**src/rtl/multi_run_controller_pkg.sv**
```systemverilog
`default_nettype none
// +--------------------------------------------------------------------------+
// | multi_run_controller_pkg : shared state encoding and AES round defaults  |
// | Revision 1.0 - initial release                                           |
// +--------------------------------------------------------------------------+
package multi_run_controller_pkg;

   typedef enum logic [1:0] {
      ST_IDLE  = 2'd0,
      ST_LOAD  = 2'd1,
      ST_ROUND = 2'd2,
      ST_FINAL = 2'd3
   } ctrl_state_t;

   // Round count per AES key size; anything unrecognised falls back to AES-128.
   function automatic int aes_rounds(input int key_bits);
      case (key_bits)
         192:     return 12;
         256:     return 14;
         default: return 10;
      endcase
   endfunction

endpackage
`default_nettype wire

```
**src/rtl/multi_run_controller_blk_down_counter.sv**
```systemverilog
`default_nettype none
// +--------------------------------------------------------------------------+
// | blk_down_counter : loadable, non-wrapping down counter for burst blocks  |
// | Revision 1.0 - initial release                                           |
// +--------------------------------------------------------------------------+
module blk_down_counter #(
   parameter int WIDTH = 8
) (
   input  logic             clk,
   input  logic             rst_,
   input  logic             clr,
   input  logic             load,
   input  logic [WIDTH-1:0] load_val,
   input  logic             dec,
   output logic [WIDTH-1:0] count,
   output logic             last
);

   always_ff @(posedge clk) begin
      if (!rst_ || clr) begin
         count <= '0;
      end else if (load) begin
         count <= load_val;
      end else if (dec && (count != '0)) begin
         count <= count - 1'b1;
      end
   end

   assign last = (count == WIDTH'(1));

endmodule
`default_nettype wire

```
**src/rtl/multi_run_controller.sv**
```systemverilog
`default_nettype none
// +--------------------------------------------------------------------------+
// | multi_run_controller : sequences an AES round datapath over a burst of   |
// | blocks. Optional abort input enabled by defining MULTI_RUN_ABORT_EN.     |
// | Revision 1.0 - initial release                                           |
// +--------------------------------------------------------------------------+
module multi_run_controller
   import multi_run_controller_pkg::*;
#(
   parameter int NUM_ROUNDS = aes_rounds(128),
   parameter int CNT_W      = 4,
   parameter int BLK_W      = 8
) (
   input  logic             clk,
   input  logic             rst_,
   input  logic             start,
   input  logic [BLK_W-1:0] num_blocks,
   input  logic             done,
`ifdef MULTI_RUN_ABORT_EN
   input  logic             abort,
`endif
   output logic             init,
   output logic             ctrl1,
   output logic             ctrl2,
   output logic [CNT_W-1:0] round,
   output logic             busy,
   output logic             block_valid,
   output logic             burst_done
);

   localparam logic [CNT_W-1:0] LAST_RND  = CNT_W'(NUM_ROUNDS - 1);
   localparam logic [CNT_W-1:0] FINAL_RND = CNT_W'(NUM_ROUNDS);

   ctrl_state_t      state, next_state;
   logic [CNT_W-1:0] round_d;
   logic             load_cnt, dec_cnt, blk_fire, burst_fire;
   logic             abort_hit;
   logic             blk_last;
   logic [BLK_W-1:0] blk_left;

`ifdef MULTI_RUN_ABORT_EN
   assign abort_hit = abort && (state != ST_IDLE);
`else
   assign abort_hit = 1'b0;
`endif

   blk_down_counter #(.WIDTH(BLK_W)) u_blk_cnt (
      .clk      (clk),
      .rst_     (rst_),
      .clr      (abort_hit),
      .load     (load_cnt),
      .load_val (num_blocks),
      .dec      (dec_cnt),
      .count    (blk_left),
      .last     (blk_last)
   );

   always_comb begin
      next_state = state;
      load_cnt   = 1'b0;
      dec_cnt    = 1'b0;
      blk_fire   = 1'b0;
      burst_fire = 1'b0;
      unique case (state)
         ST_IDLE: begin
            if (start && (num_blocks != '0)) begin
               next_state = ST_LOAD;
               load_cnt   = 1'b1;
            end
         end
         ST_LOAD:  next_state = ST_ROUND;
         ST_ROUND: begin
            if (done && (round == LAST_RND)) next_state = ST_FINAL;
         end
         ST_FINAL: begin
            if (done) begin
               dec_cnt    = 1'b1;
               blk_fire   = 1'b1;
               burst_fire = blk_last;
               next_state = blk_last ? ST_IDLE : ST_LOAD;
            end
         end
         default: next_state = ST_IDLE;
      endcase
      // Abort wins over everything, including a completing block.
      if (abort_hit) begin
         next_state = ST_IDLE;
         load_cnt   = 1'b0;
         dec_cnt    = 1'b0;
         blk_fire   = 1'b0;
         burst_fire = 1'b0;
      end
   end

   always_comb begin
      round_d = '0;
      unique case (next_state)
         ST_ROUND: begin
            if (state == ST_LOAD)                  round_d = CNT_W'(1);
            else if (done && (round != FINAL_RND)) round_d = round + 1'b1;
            else                                   round_d = round;
         end
         ST_FINAL: round_d = FINAL_RND;
         default:  round_d = '0;
      endcase
   end

   // Outputs are registered from next_state so they line up with the state's own cycle.
   always_ff @(posedge clk) begin
      if (!rst_) begin
         state       <= ST_IDLE;
         init        <= 1'b0;
         ctrl1       <= 1'b0;
         ctrl2       <= 1'b0;
         round       <= '0;
         busy        <= 1'b0;
         block_valid <= 1'b0;
         burst_done  <= 1'b0;
      end else begin
         state       <= next_state;
         init        <= (next_state == ST_LOAD);
         ctrl1       <= (next_state == ST_LOAD);
         ctrl2       <= (next_state == ST_FINAL);
         round       <= round_d;
         busy        <= (next_state != ST_IDLE);
         block_valid <= blk_fire;
         burst_done  <= burst_fire;
      end
   end

endmodule
`default_nettype wire

```
**config.mk**
```make
export PLATFORM = sky130hd
export DESIGN_NAME = multi_run_controller
export DESIGN_NICKNAME = d
export VERILOG_FILES = /design/src/rtl/multi_run_controller_pkg.sv /design/src/rtl/multi_run_controller_blk_down_counter.sv /design/src/rtl/multi_run_controller.sv
export SDC_FILE = /design/constraint.sdc
export NUM_CORES = 1
export LEC_CHECK = 0
export CORE_MARGIN = 5
export CORE_UTILIZATION = 53
export DETAILED_ROUTE_END_ITERATION = 10
export PLACE_DENSITY_LB_ADDON = 0.15
export SYNTH_ARGS = -nofsm -noshare
export SYNTH_HDL_FRONTEND = slang
export SYNTH_HIERARCHICAL = 1
export SYNTH_SLANG_ARGS = --single-unit
```
**constraint.sdc**
```tcl
create_clock -name clk -period 3.8 [get_ports clk]
set_input_delay 0.76 -clock clk [delete_from_list [all_inputs] [get_ports clk]]
set_output_delay 0.76 -clock clk [all_outputs]
set_load 0.02 [all_outputs]
```
==> impl_metrics.env <==
export IMPL_post_cts_resized=0
export IMPL_fin_crit_sh=0.687
export IMPL_clkTransAtPathRegs_ps=100
export IMPL_synth_nets=131
export IMPL_cts_sinks=19
export IMPL_worstPathRequired_ps=4010
export IMPL_max_freq_mhz=383
export IMPL_drt_iter0_drc=20
export IMPL_viasPerCell=5.47
export IMPL_clock_latency_ps=280
export IMPL_run_status="finished, final reports clean"
export IMPL_ys_warn_count=6
export IMPL_fin_crit_ps=2610
export IMPL_die_h_um=53.7
export IMPL_cts_made_buffers=3
export IMPL_ys_seq_area_frac=0.376
export IMPL_slew_headroom=0.553
export IMPL_r2r_cells=4
export IMPL_worstPathMaxFanout=8
export IMPL_dr_pass1_iters=4
export IMPL_cp_cell_sequence="clkdlybuf4s50_1 -> and3_1 -> or3b_1 -> or4_1 -> a311oi_2"
export IMPL_worst_pin_slew_ps=666
export IMPL_grt_max_degree=15
export IMPL_synth_area_sq_um=1010
export IMPL_area_growth_pct=23.9
export IMPL_rsz0062_at_grt="no"
export IMPL_core_area_sq_um=1760
export IMPL_globalplace_congestion=0.877
export IMPL_synth_edff_count=0
export IMPL_drv_slew=0
export IMPL_ys_ff_latch=19
export IMPL_fin_tns_setup_ps=0
export IMPL_maxCapViolCount=0
export IMPL_path_class="input port to register"
export IMPL_num_antenna_cells=0
export IMPL_drc=0
export IMPL_fin_skew_ps=1.04
export IMPL_cp_start_kind="input port"
export IMPL_io_pins=22
export IMPL_final_nets=153
export IMPL_power_uw=408
export IMPL_final_layout_size_suffix_gt1_frac=0.0522
export IMPL_hp_class="register to register"
export IMPL_setup_violations=0
export IMPL_critPathArrivalTime_ps=2820
export IMPL_drt_wl_total_um=2090
export IMPL_grt_pass1_wl_um=3420
export IMPL_avgSynthCellArea_sq_um=8.95
export IMPL_crit_path_top_delay_cell="clkdlybuf4s50_1"
export IMPL_ant_nets=0
export IMPL_cts_tree="built"
export IMPL_ys_types=41
export IMPL_synthCells=113
export IMPL_grt_antenna_before_repair=0
export IMPL_async_flop_share=0
export IMPL_grt_pass1_vias=824
export IMPL_stdcell_count=159
export IMPL_num_vias=869
export IMPL_grt_overflow=0
export IMPL_p_leak_uw=0.000466
export IMPL_wl_per_cell_um=13.1
export IMPL_rows=15
export IMPL_dieArea_sq_um=2880
export IMPL_place_hpwl_um=1660
export IMPL_die_w_um=53.7
export IMPL_cts_buffer_depth=2
export IMPL_synth_ff_type="dfxtp_1"
export IMPL_root_buffer="clkbuf_4"
export IMPL_min_path_cells=2
export IMPL_end_kind="register"
export IMPL_start_util=0.573
export IMPL_ir_drop_uv=187
export IMPL_dp_cells=155
export IMPL_io_buffers=21
export IMPL_cts_htree_levels=1
export IMPL_post_cts_buffers=0
export IMPL_p_per_area_nw_per_um2=326
export IMPL_max_stage_delay_ps=620
export IMPL_grt_use_total=0.160
export IMPL_cts_hold_buf=0
export IMPL_hold_viol=0
layout by cell type, fill, tap and decap left out, drive strengths merged, types with 4 or more instances in the layout:
cell type / count
nand2: 5
clkdlybuf4s50: 21
xnor2: 6
a211oi: 7
dfxtp: 19
clkbuf: 4
a21oi: 4
ha: 6
nor2: 12
inv: 9
where the power goes:
group	switching, uW	leakage [uW]	internal, uW
combinational	47.7	0.000296	43.2
sequential	10.1	0.000155	210
clock	56.6	0.0000150	40.7
total	114	0.000466	294
sequential cells by signal (all words and copies together) (netlist names):
register,count
ctrl1,1
state,2
busy,1
round,4
burst_done,1
ctrl2,1
u_blk_cnt/count,8
block_valid,1
stage by stage:
step	setup WS, ps	util	instance area [sq um]	hold WS, ps
after global routing	1110	0.710	1250	614
after floorplan	1530	-	1010	545
after global placement	969	0.695	1230	569
after detailed placement	913	0.695	1230	571
after CTS	1220	0.710	1250	593
final	1190	0.710	1250	590
logic make-up after synthesis:
family                     after synthesis  share of synthesized area
other                                    1                    0.00371
adders and majority gates                6                     0.0743
buffers and inverters                   13                     0.0594
muxes                                    1                    0.00990
xor gates and xnor gates                 6                     0.0520
DFF                                     19                      0.376
and+or+nand+nor                         41                      0.227
AOI/OAI and AO/OA                       26                      0.198
cell type report:
cell class / instances / area [sq um]
multi-input cells: 81 / 571
fillers: 152 / 512
flip-flops and latches: 19 / 380
repair buffers: 21 / 210
inverters: 9 / 33.8
well taps: 25 / 31.3
clock buffers: 4 / 26.3
synthesized netlist by cell type, types with 2 or more instances:
cell type,instances,share of area
xnor2_1,6,0.052
nor2_1,12,0.045
inv_1,8,0.030
a21oi_1,4,0.020
nand2b_1,2,0.012
and2_1,3,0.019
a31oi_1,3,0.019
nand2_1,5,0.019
o211a_1,2,0.020
o21ai_1,2,0.0099
ha_1,6,0.074
and3_1,3,0.019
nor3_1,2,0.0099
a211oi_1,7,0.052
a311oi_1,2,0.017
or4_1,3,0.022
dfxtp_1,19,0.38
worst max-delay path, delay by kind of cell:
family | cells | cell delay, ps
AO/OA/AOI/OAI | 1 | 240
buffers and inverters | 1 | 620
AND/OR/NAND/NOR | 3 | 1200
layer usage:
metal	GRT usage	wire length [um]	up-vias
met5	0	0	-
met1	0.173	896	404
li1	-	-	444
met4	0.0511	13	0
met3	0.0249	90	2
met2	0.308	1090	19
path summary, 6_finish.rpt:
check | end | slack, ps | from
max | u_blk_cnt/count[5] | 1190 | done
min | u_blk_cnt/count[5] | 590 | u_blk_cnt/count[5]
max reg2reg | u_blk_cnt/count[5] | 1910 | state[0]
min reg2reg | u_blk_cnt/count[5] | 590 | u_blk_cnt/count[5]
No activity file was read; power rests on OpenSTA's default activity.
